**src/rtl/cache_mem_arbiter_if.sv**
```systemverilog
// Signal bundle between the L1 caches, the arbiter and the memory bus.
// master is the arbiter's view; slave is the caches'/memory's view.
interface cache_mem_arbiter_if #(
  parameter int DATA_WIDTH = 64,
  parameter int TAG_WIDTH  = 13
);
  logic                  i_reqcyc;
  logic [DATA_WIDTH-1:0] i_req;
  logic [TAG_WIDTH-1:0]  i_reqtag;
  logic                  i_reqack;
  logic                  i_respcyc;
  logic [DATA_WIDTH-1:0] i_resp;
  logic [TAG_WIDTH-1:0]  i_resptag;
  logic                  i_respack;

  logic                  d_reqcyc;
  logic [DATA_WIDTH-1:0] d_req;
  logic [TAG_WIDTH-1:0]  d_reqtag;
  logic                  d_reqack;
  logic                  d_respcyc;
  logic [DATA_WIDTH-1:0] d_resp;
  logic [TAG_WIDTH-1:0]  d_resptag;
  logic                  d_respack;
  logic                  d_writeack;

  logic                  bus_reqcyc;
  logic [DATA_WIDTH-1:0] bus_req;
  logic [TAG_WIDTH-1:0]  bus_reqtag;
  logic                  bus_reqack;
  logic                  bus_respcyc;
  logic [DATA_WIDTH-1:0] bus_resp;
  logic [TAG_WIDTH-1:0]  bus_resptag;
  logic                  bus_respack;
  logic                  bus_writeack;

  modport master (
    input  i_reqcyc, i_req, i_reqtag, i_respack,
    output i_reqack, i_respcyc, i_resp, i_resptag,
    input  d_reqcyc, d_req, d_reqtag, d_respack,
    output d_reqack, d_respcyc, d_resp, d_resptag, d_writeack,
    output bus_reqcyc, bus_req, bus_reqtag, bus_respack,
    input  bus_reqack, bus_respcyc, bus_resp, bus_resptag,
    input  bus_writeack
  );

  modport slave (
    output i_reqcyc, i_req, i_reqtag, i_respack,
    input  i_reqack, i_respcyc, i_resp, i_resptag,
    output d_reqcyc, d_req, d_reqtag, d_respack,
    input  d_reqack, d_respcyc, d_resp, d_resptag, d_writeack,
    input  bus_reqcyc, bus_req, bus_reqtag, bus_respack,
    output bus_reqack, bus_respcyc, bus_resp, bus_resptag,
    output bus_writeack
  );
endinterface

```
**src/rtl/cache_mem_arbiter.sv**
```systemverilog
// Round-robin arbiter giving the I- and D-cache exclusive use
// of the memory bus for one line fill or write-back at a time.
module cache_mem_arbiter #(
  parameter int DATA_WIDTH = 64,
  parameter int TAG_WIDTH  = 13,
  parameter int BEATS      = 8
) (
  input logic clk,
  input logic reset,
  cache_mem_arbiter_if.master arb
);
  localparam int CW = $clog2(BEATS) + 1;
  localparam logic [CW-1:0] LAST_BEAT = CW'(BEATS - 1);
  localparam int RD_BIT = TAG_WIDTH - 1;

  typedef enum logic [2:0] {
    S_IDLE,
    S_READ_REQ,
    S_READ_RESP,
    S_WRITE_HDR,
    S_WRITE_DATA
  } state_e;

  typedef enum logic [1:0] {
    O_NONE,
    O_I,
    O_D
  } owner_e;

  state_e state_q, state_d;
  owner_e owner_q, owner_d;
  owner_e last_q, last_d;
  logic is_read_q, is_read_d;
  logic [CW-1:0] cnt_q, cnt_d;

  logic own_cyc;
  logic own_respack;
  logic [DATA_WIDTH-1:0] own_req;
  logic [TAG_WIDTH-1:0] own_tag;
  logic rd_resp, wr_phase;
  logic req_hs, resp_hs;
  logic own_i, own_d;
  logic grant_i, grant_d;

  always_ff @(posedge clk or posedge reset) begin
    if (reset) begin
      state_q   <= S_IDLE;
      owner_q   <= O_NONE;
      last_q    <= O_D;
      is_read_q <= 1'b0;
      cnt_q     <= '0;
    end else begin
      state_q   <= state_d;
      owner_q   <= owner_d;
      last_q    <= last_d;
      is_read_q <= is_read_d;
      cnt_q     <= cnt_d;
    end
  end

  always_comb begin
    own_cyc     = 1'b0;
    own_req     = '0;
    own_tag     = '0;
    own_respack = 1'b0;
    unique case (owner_q)
      O_I: begin
        own_cyc     = arb.i_reqcyc;
        own_req     = arb.i_req;
        own_tag     = arb.i_reqtag;
        own_respack = arb.i_respack;
      end
      O_D: begin
        own_cyc     = arb.d_reqcyc;
        own_req     = arb.d_req;
        own_tag     = arb.d_reqtag;
        own_respack = arb.d_respack;
      end
      default: ;
    endcase
  end

  assign own_i    = (owner_q == O_I);
  assign own_d    = (owner_q == O_D);
  assign rd_resp  = (state_q == S_READ_RESP);
  assign wr_phase = (state_q == S_WRITE_HDR) ||
                    (state_q == S_WRITE_DATA);

  assign arb.bus_reqcyc  = own_cyc;
  assign arb.bus_req     = own_req;
  assign arb.bus_reqtag  = own_tag;
  assign arb.bus_respack = rd_resp & own_respack;

  assign req_hs  = own_cyc & arb.bus_reqack;
  assign resp_hs = arb.bus_respcyc & arb.bus_respack;

  assign arb.i_reqack = own_i & arb.bus_reqack;
  assign arb.d_reqack = own_d & arb.bus_reqack;

  // Response path is live only for the read owner in its data phase
  assign arb.i_respcyc = rd_resp & own_i & arb.bus_respcyc;
  assign arb.i_resp    = (rd_resp && own_i) ? arb.bus_resp : '0;
  assign arb.i_resptag = (rd_resp && own_i) ? arb.bus_resptag : '0;
  assign arb.d_respcyc = rd_resp & own_d & arb.bus_respcyc;
  assign arb.d_resp    = (rd_resp && own_d) ? arb.bus_resp : '0;
  assign arb.d_resptag = (rd_resp && own_d) ? arb.bus_resptag : '0;

  assign arb.d_writeack = own_d & wr_phase & ~is_read_q &
                          arb.bus_writeack;

  // On a tie the client not granted last time wins
  assign grant_i = arb.i_reqcyc &
                   (~arb.d_reqcyc | (last_q == O_D));
  assign grant_d = arb.d_reqcyc &
                   (~arb.i_reqcyc | (last_q == O_I));

  always_comb begin
    state_d   = state_q;
    owner_d   = owner_q;
    last_d    = last_q;
    is_read_d = is_read_q;
    cnt_d     = cnt_q;
    unique case (state_q)
      S_IDLE: begin
        unique case (1'b1)
          grant_i: begin
            owner_d   = O_I;
            last_d    = O_I;
            is_read_d = arb.i_reqtag[RD_BIT];
            cnt_d     = '0;
            state_d   = arb.i_reqtag[RD_BIT] ?
                        S_READ_REQ : S_WRITE_HDR;
          end
          grant_d: begin
            owner_d   = O_D;
            last_d    = O_D;
            is_read_d = arb.d_reqtag[RD_BIT];
            cnt_d     = '0;
            state_d   = arb.d_reqtag[RD_BIT] ?
                        S_READ_REQ : S_WRITE_HDR;
          end
          default: ;
        endcase
      end
      S_READ_REQ: begin
        if (req_hs) state_d = S_READ_RESP;
      end
      S_READ_RESP: begin
        if (resp_hs) begin
          cnt_d = cnt_q + CW'(1);
          if (cnt_q == LAST_BEAT) begin
            state_d = S_IDLE;
            owner_d = O_NONE;
          end
        end
      end
      S_WRITE_HDR: begin
        if (req_hs) state_d = S_WRITE_DATA;
      end
      S_WRITE_DATA: begin
        if (req_hs) begin
          cnt_d = cnt_q + CW'(1);
          if (cnt_q == LAST_BEAT) begin
            state_d = S_IDLE;
            owner_d = O_NONE;
          end
        end
      end
      default: begin
        state_d = S_IDLE;
        owner_d = O_NONE;
      end
    endcase
  end
endmodule
```
**src/flat_wrapper.sv**
```systemverilog
// flat-port wrapper written by rule: the top's interface ports become plain ports
module cache_mem_arbiter_flat 
#(
  parameter int DATA_WIDTH = 64,
  parameter int TAG_WIDTH  = 13,
  parameter int BEATS      = 8
)
  (clk, reset, arb_i_reqcyc, arb_i_req, arb_i_reqtag, arb_i_respack, arb_i_reqack, arb_i_respcyc, arb_i_resp, arb_i_resptag, arb_d_reqcyc, arb_d_req, arb_d_reqtag, arb_d_respack, arb_d_reqack, arb_d_respcyc, arb_d_resp, arb_d_resptag, arb_d_writeack, arb_bus_reqcyc, arb_bus_req, arb_bus_reqtag, arb_bus_respack, arb_bus_reqack, arb_bus_respcyc, arb_bus_resp, arb_bus_resptag, arb_bus_writeack);
  cache_mem_arbiter_if #(.DATA_WIDTH(DATA_WIDTH), .TAG_WIDTH(TAG_WIDTH)) arb_i ();
  input logic clk;
  input logic reset;
  input wire logic [$bits(arb_i.i_reqcyc)-1:0] arb_i_reqcyc;
  input wire logic [$bits(arb_i.i_req)-1:0] arb_i_req;
  input wire logic [$bits(arb_i.i_reqtag)-1:0] arb_i_reqtag;
  input wire logic [$bits(arb_i.i_respack)-1:0] arb_i_respack;
  output wire logic [$bits(arb_i.i_reqack)-1:0] arb_i_reqack;
  output wire logic [$bits(arb_i.i_respcyc)-1:0] arb_i_respcyc;
  output wire logic [$bits(arb_i.i_resp)-1:0] arb_i_resp;
  output wire logic [$bits(arb_i.i_resptag)-1:0] arb_i_resptag;
  input wire logic [$bits(arb_i.d_reqcyc)-1:0] arb_d_reqcyc;
  input wire logic [$bits(arb_i.d_req)-1:0] arb_d_req;
  input wire logic [$bits(arb_i.d_reqtag)-1:0] arb_d_reqtag;
  input wire logic [$bits(arb_i.d_respack)-1:0] arb_d_respack;
  output wire logic [$bits(arb_i.d_reqack)-1:0] arb_d_reqack;
  output wire logic [$bits(arb_i.d_respcyc)-1:0] arb_d_respcyc;
  output wire logic [$bits(arb_i.d_resp)-1:0] arb_d_resp;
  output wire logic [$bits(arb_i.d_resptag)-1:0] arb_d_resptag;
  output wire logic [$bits(arb_i.d_writeack)-1:0] arb_d_writeack;
  output wire logic [$bits(arb_i.bus_reqcyc)-1:0] arb_bus_reqcyc;
  output wire logic [$bits(arb_i.bus_req)-1:0] arb_bus_req;
  output wire logic [$bits(arb_i.bus_reqtag)-1:0] arb_bus_reqtag;
  output wire logic [$bits(arb_i.bus_respack)-1:0] arb_bus_respack;
  input wire logic [$bits(arb_i.bus_reqack)-1:0] arb_bus_reqack;
  input wire logic [$bits(arb_i.bus_respcyc)-1:0] arb_bus_respcyc;
  input wire logic [$bits(arb_i.bus_resp)-1:0] arb_bus_resp;
  input wire logic [$bits(arb_i.bus_resptag)-1:0] arb_bus_resptag;
  input wire logic [$bits(arb_i.bus_writeack)-1:0] arb_bus_writeack;
  assign arb_i.i_reqcyc = arb_i_reqcyc;
  assign arb_i.i_req = arb_i_req;
  assign arb_i.i_reqtag = arb_i_reqtag;
  assign arb_i.i_respack = arb_i_respack;
  assign arb_i_reqack = arb_i.i_reqack;
  assign arb_i_respcyc = arb_i.i_respcyc;
  assign arb_i_resp = arb_i.i_resp;
  assign arb_i_resptag = arb_i.i_resptag;
  assign arb_i.d_reqcyc = arb_d_reqcyc;
  assign arb_i.d_req = arb_d_req;
  assign arb_i.d_reqtag = arb_d_reqtag;
  assign arb_i.d_respack = arb_d_respack;
  assign arb_d_reqack = arb_i.d_reqack;
  assign arb_d_respcyc = arb_i.d_respcyc;
  assign arb_d_resp = arb_i.d_resp;
  assign arb_d_resptag = arb_i.d_resptag;
  assign arb_d_writeack = arb_i.d_writeack;
  assign arb_bus_reqcyc = arb_i.bus_reqcyc;
  assign arb_bus_req = arb_i.bus_req;
  assign arb_bus_reqtag = arb_i.bus_reqtag;
  assign arb_bus_respack = arb_i.bus_respack;
  assign arb_i.bus_reqack = arb_bus_reqack;
  assign arb_i.bus_respcyc = arb_bus_respcyc;
  assign arb_i.bus_resp = arb_bus_resp;
  assign arb_i.bus_resptag = arb_bus_resptag;
  assign arb_i.bus_writeack = arb_bus_writeack;
  cache_mem_arbiter #(.DATA_WIDTH(DATA_WIDTH), .TAG_WIDTH(TAG_WIDTH), .BEATS(BEATS)) u_core (.clk(clk), .reset(reset), .arb(arb_i));
endmodule
```
**config.mk**
```make
export PLATFORM = sky130hd
export DESIGN_NAME = cache_mem_arbiter_flat
export DESIGN_NICKNAME = d
export VERILOG_FILES = /design/src/rtl/cache_mem_arbiter_if.sv /design/src/rtl/cache_mem_arbiter.sv /design/src/flat_wrapper.sv
export SDC_FILE = /design/constraint.sdc
export NUM_CORES = 1
export LEC_CHECK = 0
export CAP_MARGIN = 0
export CORE_AREA = 2 2 184 186
export DETAILED_ROUTE_END_ITERATION = 12
export DIE_AREA = 0 0 186 188
export SYNTH_ARGS = -nofsm -noshare
export SYNTH_HDL_FRONTEND = slang
export SYNTH_SLANG_ARGS = --single-unit
```
**constraint.sdc**
```tcl
create_clock -name clk -period 2.3 [get_ports clk]
set_input_delay 0.46 -clock clk [delete_from_list [all_inputs] [get_ports clk]]
set_output_delay 0.46 -clock clk [all_outputs]
set_load 0.01 [all_outputs]
```
==> key figures, run 1 <==
Flow run
  • Total of max-cap violations: 0

Synthesis
  • Cell taking the most area after synthesis: and3_1
  • Cells after Synth: 465
  • Register area share after synthesis: 0.103
  • Library cells used by synthesis: 44
  • Syn avg cell area: 6.28 sq um
  • Synth top area cells: and3_1, a22oi_1, nor2_1
  • Synthesized area: 0.00292 sq mm
  • Synth Register Bits: 12
  • YS warnings: 0
  • Top-area cell type share of the netlist area: 0.334
  • Ys async rst share: 1.00
  • Post-synth EDFFs: 0
  • Synthesized Nets: 708
  • Post-synth top flop: dfrtp_1

Floorplan
  • Die ar.: 0.0350 sq mm
  • Ports: 478
  • Initial core utilization: 0.0882
  • Core box area: 0.0331 sq mm
  • FP Rows: 67
  • Die Y-Extent: 188 microns
  • Chip width: 186 microns

CTS
  • CTS buffer count: 3
  • Total clock sinks: 12
  • Clock tree buffer depth: 2
  • Root buffer cell: clkbuf_16
  • Cts hold-fix bufs: 0
  • H-tree level count: 1
  • Clock latency on the worst-skew pair: 0.24 ns
  • TritonCTS clock tree: yes
  • Worst-path clk slew: 0.04 ns

Worst setup path
  • CP arrival: 1.80 ns
  • Worst setup path class: reg2out
  • Reg2reg path depth: 7
  • Max FO, Critical Path: 13
  • FF-to-FF Start: u_core.owner_q[1]$_DFFE_PP0P_
  • Startpoint types: flip-flop
  • CP endpoint kind: primary output
  • Worst flop-to-flop path endpoint: u_core.cnt_q[2]$_DFFE_PP0P_
  • Worst EP required: 1.84 ns
  • R2R setup slack: 0.37 ns

Placed design
  • Port buffer count: 477
  • Final Wtd Congestion: 0.874
  • HPWL Detailed: 18400 microns
  • Pre-CTS setup slack: -0.0524 ns

Power
  • Proportion of power drawn by combinational gates: 0.911
  • Switching Fraction: 0.475
  • Net Sw Power: 3.68 mW
  • Pwr per Cell Area: 873 mW/mm^2
  • Clock share of power: 0.043
  • Peak supply drop: 0.382 mV
  • LEAKAGE: 4.66 nW
  • Flop pwr share: 0.045
  • P_int: 4.07 mW

Routing
  • DRT Pass-1 Iters: 5
  • Max layer used: met5
  • Post-DR vias/cell: 4.06
  • Vias: 5768
  • Initial DRC Count: 360
  • DRT met1 WL: 10900 microns
  • # DRC: 0
  • Drt total wl: 25000 microns
  • Met2 wire len: 12000 microns
  • Wire length per cell: 17.6 microns
  • WL met3: 1820 microns
  • Antenna viol nets, final: 0

Layout
  • Final core utilization: 0.268
  • Area grow syn2layout: 204%
  • Total Nets Final: 1215
  • Diode count: 0
  • Share of layout cells above drive strength 1: 0.263

Timing
  • Slew headroom: 0.661
  • Final Max Slew Viols: 0
  • Upper clock frequency limit: 442 MHz
  • Tcrit/Tclk final: 0.983
  • Worst slew pin tran: 0.508 ns
  • Final Hold Fails: 0
  • Setup violators final: 0
  • Setup Skew: 0.000859 ns
  • Min setup slack post-route: 0.0396 ns
  • Min Tclk post-route: 2.26 ns

Global route
  • First-pass GRT wire length: 34700 microns
  • Total gr overflow: 0
  • Initial antenna violation count: 2
  • Vias in the first global route: 5660
  • Largest net degree at the start of global routing: 33
  • Total track usage: 0.130

Run status
  • Outcome: complete, no violations

Hold path
  • Endpoint, Worst Hold: u_core.last_q[1]$_DFFE_PP1P_
  • Hold WC Path Type: reg2reg
  • Hold Crit Start: u_core.last_q[1]$_DFFE_PP1P_
  • Hold Path Depth: 2
[layer usage]
metal	vias to the layer above	GRT usage
met3	21	0.0243
met2	304	0.221
met5	-	0
met1	2712	0.172
met4	2	0.0209
li1	2729	-
[cells in the mapped netlist, drive strengths merged, types with 2 or more instances]
| cell type | instances |
|---|---|
| o21ai | 6 |
| a22oi | 78 |
| nor3 | 3 |
| o211ai | 2 |
| mux2 | 2 |
| nand2b | 3 |
| a21boi | 2 |
| a21oi | 4 |
| clkbuf | 56 |
| buf | 7 |
| ha | 3 |
| inv | 8 |
| and3 | 156 |
| nor2 | 78 |
| nor2b | 5 |
| nand3 | 6 |
| a22o | 2 |
| and2 | 2 |
| nand2 | 10 |
| nor3b | 2 |
| dfrtp | 11 |
| or2 | 2 |
[sequential cells by signal, summed over array words and instances (netlist names)]
signal            cells
u_core.last_q         2
u_core.is_read_q      1
u_core.state_q        3
u_core.cnt_q          4
u_core.owner_q        2
[how the worst max path moves through the flow]
stage,startpoint,end,slack (ns),cells past startpoint
after detailed placement,arb_d_reqtag[12],arb_bus_reqtag[12],-0.05,5
after global placement,arb_d_reqtag[12],arb_bus_reqtag[12],-0.09,5
final,u_core.owner_q[1]$_DFFE_PP0P_,arb_d_resptag[8],0.04,6
after CTS,u_core.owner_q[1]$_DFFE_PP0P_,arb_bus_req[15],-0.08,9
after floorplan,u_core.owner_q[0]$_DFFE_PP0P_,arb_bus_req[12],0.24,6
after global routing,u_core.owner_q[0]$_DFFE_PP0P_,arb_bus_reqtag[2],-0.004,8
[logic make-up after synthesis]
family	synth area share
simple gates	0.509
compound gates	0.261
buf+inv	0.0998
flops	0.103
mux	0.0111
fa+ha+maj	0.0128
xor+xnor	0.00300
[layout by cell type (no fill, tap or decap), drive strengths merged, types with 3 or more instances in the layout]
| cell type | instances |
|---|---|
| nand2b | 3 |
| clkdlybuf4s50 | 239 |
| bufbuf | 4 |
| buf | 145 |
| nor3 | 3 |
| o21ai | 6 |
| a21oi | 4 |
| nor2 | 78 |
| and3 | 156 |
| nor2b | 5 |
| nand3 | 6 |
| ha | 3 |
| clkbuf | 44 |
| nand2 | 10 |
| dfrtp | 11 |
| dlygate4sd2 | 105 |
| clkdlybuf4s15 | 32 |
| a22oi | 78 |
| inv | 8 |
[worst max-delay path, cell delays in order (launching register included)]
cell           delay [ns]
dfrtp_1              0.40
buf_6                0.13
ha_4                 0.18
buf_12               0.14
bufbuf_16            0.27
and3_1               0.14
dlygate4sd2_1        0.28
[final cells by class]
class	instances	area, sq um
tap	448	561
sequential	12	302
multi-input combinational	382	2620
timing repair buffer	565	5290
fill	3660	24200
clock buffer	4	78.8
inverter	8	30.0
[power by group through the flow]
stage | combinational, mW | sequential (mW) | clock [mW]
finish | 7.06 | 0.352 | 0.335
global route | 7.54 | 0.368 | 0.348
CTS | 7.00 | 0.350 | 0.339
detailed placement | 6.20 | 0.350 | 0
global placement | 6.18 | 0.349 | 0
floorplan | 2.64 | 0.342 | 0
[metrics by stage]
stage / instances / total power [mW] / area [sq um] / TNS, ns / hold WS, ns
floorplan: 465 / 2.98 / 2920 / 0 / 0.324
global placement: 1388 / 6.53 / 8610 / -0.0889 / 0.462
detailed placement: 1388 / 6.55 / 8610 / -0.0647 / 0.486
CTS: 1419 / 7.69 / 8980 / -0.336 / 0.494
global route: 1419 / 8.26 / 8870 / -0.00361 / 0.524
finish: 1419 / 7.75 / 8870 / 0 / 0.490
[repair_timing]
| action | CTS | global route |
|---|---|---|
| setup endpoints to repair | 237 | 143 |
| setup buffers | 18 | 0 |
| gates cloned | 9 | 2 |
| gates resized for setup | 509 | 97 |
| pin swaps | 6 | 9 |
No activity file was read; power rests on OpenSTA's default activity.
==> inputs of run 2 (changes only) <==
Settings changed: MAX_ROUTING_LAYER from default to met4.
==> key figures, run 2 (synthesis results as in run 1) <==
Floorplan
  • FP Rows: 67
  • Die ar.: 0.0350 sq mm
  • Initial core utilization: 0.0882
  • Die Y-Extent: 188 microns
  • Ports: 478
  • Chip width: 186 microns
  • Core box area: 0.0331 sq mm

Global route
  • Initial antenna violation count: 2
  • Total gr overflow: 0
  • Largest net degree at the start of global routing: 33
  • First-pass GRT wire length: 34600 microns
  • Vias in the first global route: 5667
  • Total track usage: 0.134

Placed design
  • Inst Count DP: 1388
  • Final Wtd Congestion: 0.888
  • HPWL Detailed: 18400 microns
  • Port buffer count: 477

Timing
  • Setup violators final: 0
  • Tcrit/Tclk final: 0.985
  • Slew headroom: 0.660
  • Setup TNS Final: 0 ns
  • Min Tclk post-route: 2.27 ns
  • Setup Skew: 0.000534 ns
  • Worst slew pin tran: 0.510 ns
  • Final Max Slew Viols: 0
  • Upper clock frequency limit: 441 MHz
  • RSZ-0062 raised after global routing: no
  • Min Hold Slack: 0.493 ns
  • Final Hold Fails: 0

Routing
  • Drt total wl: 25100 microns
  • DRT Pass-1 Iters: 4
  • Initial DRC Count: 397
  • Vias: 5706
  • Post-DR vias/cell: 4.02
  • Wire length per cell: 17.6 microns
  • Antenna viol nets, final: 0
  • # DRC: 0

Worst setup path
  • Worst setup path class: reg2out
  • CP endpoint kind: primary output
  • Worst path slowest cell: dfrtp_1
  • Sequence of cells on the critical path: buf_6 -> ha_4 -> buf_12 -> bufbuf_16 -> and3_1 -> dlygate4sd2_1
  • Worst EP required: 1.84 ns
  • CP arrival: 1.81 ns
  • Largest stage delay, worst path: 0.40 ns
  • Worst path bufs/invs: 4
  • Startpoint types: flip-flop
  • Delay-heaviest family, CP: buffers and inverters
  • Max FO, Critical Path: 13

Layout
  • Commonest non-fill, non-tap cell in the layout: clkdlybuf4s50_1
  • Most frequent cells in the layout: clkdlybuf4s50_1, and3_1, dlygate4sd2_1
  • Non-Filler Instances: 1420
  • Number of flip-flops in the largest register: 4
  • Area grow syn2layout: 204%
  • Total Nets Final: 1214
  • Share of layout cells above drive strength 1: 0.264
  • Largest registers: u_core.cnt_q (4), u_core.state_q (3)
  • Biggest register: u_core.cnt_q

CTS
  • Worst-path clk slew: 0.05 ns
  • TritonCTS clock tree: yes
  • Total clock sinks: 12
  • H-tree level count: 1
  • Root buffer cell: clkbuf_16
  • Clock tree buffer depth: 2
  • Clock latency on the worst-skew pair: 0.25 ns
  • CTS buffer count: 3

Run status
  • Outcome: complete, no violations

Power
  • Overall power: 7.75 mW
  • Peak supply drop: 0.381 mV
  • LEAKAGE: 4.65 nW
  • Pwr per Cell Area: 873 mW/mm^2

Flow run
  • Total of max-cap violations: 0

Hold path
  • Hold WC Path Type: reg2reg
[run 2: cell count changes in the layout (fill, tap and decap cells not counted)]
cell	change
a22oi_1	-2
diode_2	+2
clkdlybuf4s15_1	+1
buf_4	-1
a22oi_2	+2
dlygate4sd2_1	-1
[run 2: cell type report]
type | instances | area, sq um
Antenna cell | 2 | 5.00
Clock buffer | 4 | 78.8
Fill cell | 3661 | 24200
Inverter | 8 | 30.0
Multi-Input combinational cell | 382 | 2630
Sequential cell | 12 | 302
Tap cell | 448 | 561
Timing Repair Buffer | 564 | 5280
[run 2: report_power, final]
| part | switching, mW | internal (mW) | total [mW] | leakage (nW) |
|---|---|---|---|---|
| Sequential | 0.0596 | 0.293 | 0.352 | 0.150 |
| Clock | 0.104 | 0.235 | 0.339 | 0.0382 |
| Combinational | 3.52 | 3.54 | 7.06 | 4.46 |
[run 2: worst paths after layout]
kind | startpoint | to | slack (ns) | depth (start not counted)
max | u_core.owner_q[1]$_DFFE_PP0P_ | arb_d_resptag[8] | 0.03 | 6
min | u_core.last_q[1]$_DFFE_PP1P_ | u_core.last_q[1]$_DFFE_PP1P_ | 0.49 | 2
max reg2reg | u_core.owner_q[1]$_DFFE_PP0P_ | u_core.cnt_q[2]$_DFFE_PP0P_ | 0.36 | 7
min reg2reg | u_core.last_q[1]$_DFFE_PP1P_ | u_core.last_q[1]$_DFFE_PP1P_ | 0.49 | 2
max in group asynchronous | reset | u_core.last_q[1]$_DFFE_PP1P_ | 1.38 | 2
min in group asynchronous | reset | u_core.state_q[2]$_DFFE_PP0P_ | 0.56 | 2
[run 2: timing repair]
item,4_1_cts,5_1_grt
gates resized for setup,509,100
gates cloned,9,2
pin swaps,6,10
buffers inserted,18,0
setup endpoints to repair,237,143
hold endpoints to repair,0,0
hold buffers,0,0
[run 2: worst reg2reg max path: cells and delay by family (launching register included)]
kind | cells | cell delay [ns]
simple gates | 2 | 0.52
flops | 1 | 0.40
buf+inv | 2 | 0.29
fa+ha+maj | 1 | 0.24
compound gates | 2 | 0.42
[run 2: per-layer routing]
layer | track usage | wire length [microns] | up-vias
met1 | 0.175 | 11000 | 2691
li1 | - | - | 2732
met4 | 0.0212 | 235 | 0
met5 | - | 0 | -
met2 | 0.221 | 12100 | 267
met3 | 0.0190 | 1810 | 16
[run 2: metrics by stage]
stage                     setup slack, ns   util  instance area, sq um
final                              0.0343  0.268                  8880
after global routing            0.0000503  0.268                  8880
after CTS                         -0.0764  0.271                  8980
after detailed placement          -0.0524  0.260                  8610
after global placement            -0.0874  0.260                  8610
after floorplan                     0.240      -                  2920
==> inputs of run 3 (changes only) <==
Settings changed: PLACE_DENSITY from default to 0.47.
==> key figures, run 3 (synthesis results as in run 1) <==
Routing
  • Drt total wl: 23300 microns
  • Post-DR vias/cell: 3.90
  • Vias: 5524
  • Initial DRC Count: 275
  • DRT Pass-1 Iters: 5
  • Antenna viol nets, final: 0
  • Wire length per cell: 16.5 microns
  • # DRC: 0

Timing
  • Tcrit/Tclk final: 1.02
  • Setup TNS Final: -0.0349 ns
  • Setup violators final: 1
  • Upper clock frequency limit: 428 MHz
  • RSZ-0062 raised after global routing: yes
  • Min Tclk post-route: 2.33 ns
  • Final Hold Fails: 0
  • Final Max Slew Viols: 0
  • Worst slew pin tran: 0.509 ns
  • Slew headroom: 0.660
  • Min setup slack post-route: -0.0349 ns
  • Setup Skew: 0.000962 ns

Placed design
  • Port buffer count: 477
  • HPWL Detailed: 18400 microns
  • Final Wtd Congestion: 0.861
  • Placed instance area: 0.00868 sq mm

CTS
  • TritonCTS clock tree: yes
  • Root buffer cell: clkbuf_16
  • H-tree level count: 1
  • Clock latency on the worst-skew pair: 0.24 ns
  • CTS buffer count: 3
  • Cts hold-fix bufs: 0
  • Clock tree buffer depth: 2
  • Total clock sinks: 12
  • Worst-path clk slew: 0.05 ns

Global route
  • Total track usage: 0.122
  • Largest net degree at the start of global routing: 46
  • Vias in the first global route: 5605
  • First-pass GRT wire length: 32700 microns
  • Initial antenna violation count: 0
  • Total gr overflow: 0

Worst setup path
  • Sequence of cells on the critical path: buf_4 -> ha_4 -> buf_4 -> nor2_1 -> clkdlybuf4s50_1
  • Worst EP required: 1.84 ns
  • FF-to-FF Start: u_core.owner_q[1]$_DFFE_PP0P_
  • R2R setup slack: 0.20 ns
  • Reg2reg path depth: 10
  • Worst path slowest cell: clkdlybuf4s50_1
  • CP dominant cell by count: buf_4
  • CP endpoint kind: primary output
  • CP arrival: 1.87 ns
  • Delay-heaviest family, CP: buffers and inverters
  • Max FO, Critical Path: 10
  • Worst setup path class: reg2out
  • Worst flop-to-flop path endpoint: u_core.cnt_q[0]$_DFFE_PP0P_
  • Largest stage delay, worst path: 0.54 ns
  • Worst path bufs/invs: 3
  • Startpoint types: flip-flop

Power
  • Pwr per Cell Area: 811 mW/mm^2
  • Clock share of power: 0.051
  • Peak supply drop: 0.273 mV
  • Proportion of power drawn by combinational gates: 0.899
  • LEAKAGE: 4.92 nW
  • P_int: 3.74 mW
  • Switching Fraction: 0.475
  • Net Sw Power: 3.38 mW
  • Flop pwr share: 0.050

Layout
  • Fillers: 3663
  • Largest registers: u_core.cnt_q (4), u_core.state_q (3)
  • Total Nets Final: 1210
  • Share of layout cells above drive strength 1: 0.200
  • Commonest non-fill, non-tap cell in the layout: clkdlybuf4s50_1
  • Multi-input logic area: 0.00249 sq mm
  • Most frequent cells in the layout: clkdlybuf4s50_1, and3_1, dlygate4sd2_1
  • Final non-filler cell area: 0.00878 sq mm
  • Reg area: 303 sq um
  • Area grow syn2layout: 200%
  • Biggest register: u_core.cnt_q
  • Number of flip-flops in the largest register: 4

Hold path
  • Hold Path Depth: 2
  • Endpoint, Worst Hold: u_core.last_q[1]$_DFFE_PP1P_
  • Hold Crit Start: u_core.last_q[1]$_DFFE_PP1P_
  • Hold WC Path Type: reg2reg

Floorplan
  • Core box area: 0.0331 sq mm
  • Die ar.: 0.0350 sq mm
  • Initial core utilization: 0.0882
  • Die Y-Extent: 188 microns
  • Ports: 478
  • FP Rows: 67
  • Chip width: 186 microns

Run status
  • Outcome: finished with violations
  • Failing checks: setup timing

Flow run
  • Total of max-cap violations: 0
## run 3: changes by cell type in the layout (fill, tap and decap cells not counted), sizes merged
cell	change
dlygate4sd2	-2
clkbuf	+25
clkdlybuf4s50	+1
clkdlybuf4s15	+10
bufbuf	-4
buf	-62
diode	-1
dlymetal6s2s	+28
## run 3: worst reg2reg max path, stage by stage, from the launching register on
cell	delay, ns
dfrtp_1	0.39
buf_4	0.15
ha_4	0.18
buf_4	0.14
buf_12	0.14
a22o_1	0.24
buf_4	0.13
buf_4	0.13
nand3_1	0.15
nand3_1	0.17
o21ai_0	0.19
## run 3: per-stage QoR
step / instances / hold slack [ns] / utilization / setup WS, ns / power (mW)
4_1_cts: 1406 / 0.473 / 0.261 / -0.149 / 6.93
3_3_place_gp: 1391 / 0.466 / 0.262 / -0.0280 / 6.76
3_5_place_dp: 1391 / 0.465 / 0.262 / -0.0325 / 6.69
2_1_floorplan: 465 / 0.324 / - / 0.240 / 2.98
6_report: 1415 / 0.470 / 0.265 / -0.0349 / 7.12
5_1_grt: 1414 / 0.503 / 0.265 / -0.124 / 7.67
## run 3: what timing repair did
action | 4_1_cts | 5_1_grt
pin swaps | 1 | 6
resized for setup | 224 | 233
buffers inserted | 8 | 7
gates cloned | 3 | 2
endpoints found under the setup margin | 238 | 119
## run 3: worst max path at each step
stage	start	end	slack, ns	cells past startpoint
3_3_place_gp	u_core.owner_q[1]$_DFFE_PP0P_	arb_i_resptag[6]	-0.03	5
3_5_place_dp	u_core.state_q[0]$_DFFE_PP0P_	arb_i_resptag[6]	-0.03	4
6_report	u_core.owner_q[1]$_DFFE_PP0P_	arb_bus_req[53]	-0.03	5
5_1_grt	u_core.owner_q[1]$_DFFE_PP0P_	arb_bus_req[53]	-0.12	6
4_1_cts	u_core.owner_q[0]$_DFFE_PP0P_	arb_bus_req[30]	-0.15	6
2_1_floorplan	u_core.owner_q[0]$_DFFE_PP0P_	arb_bus_req[12]	0.24	6
## run 3: power by group through the flow
stage,clock [mW],sequential (mW),combinational (mW)
after floorplan,0,0.342,2.64
after global placement,0,0.355,6.40
after global routing,0.381,0.370,6.92
after detailed placement,0,0.357,6.33
final,0.361,0.359,6.40
after CTS,0.367,0.360,6.21
## run 3: final cells by class
type	count	share of cell area
multi-input cells	382	0.284
repair buffers	560	0.604
well taps	448	0.0639
inverters	8	0.00342
clock buffers	4	0.0101
flip-flops and latches	12	0.0345
diodes	1	0.000285
## run 3: routing by layer
layer / global-route usage / part of all wire / wire length, microns / vias up
met4: 0.00303 / 0.0012 / 27 / 0
met1: 0.154 / 0.43 / 10100 / 2566
li1: - / - / - / 2717
met3: 0.0113 / 0.049 / 1130 / 2
met5: - / 0 / 0 / -
met2: 0.223 / 0.52 / 12100 / 239
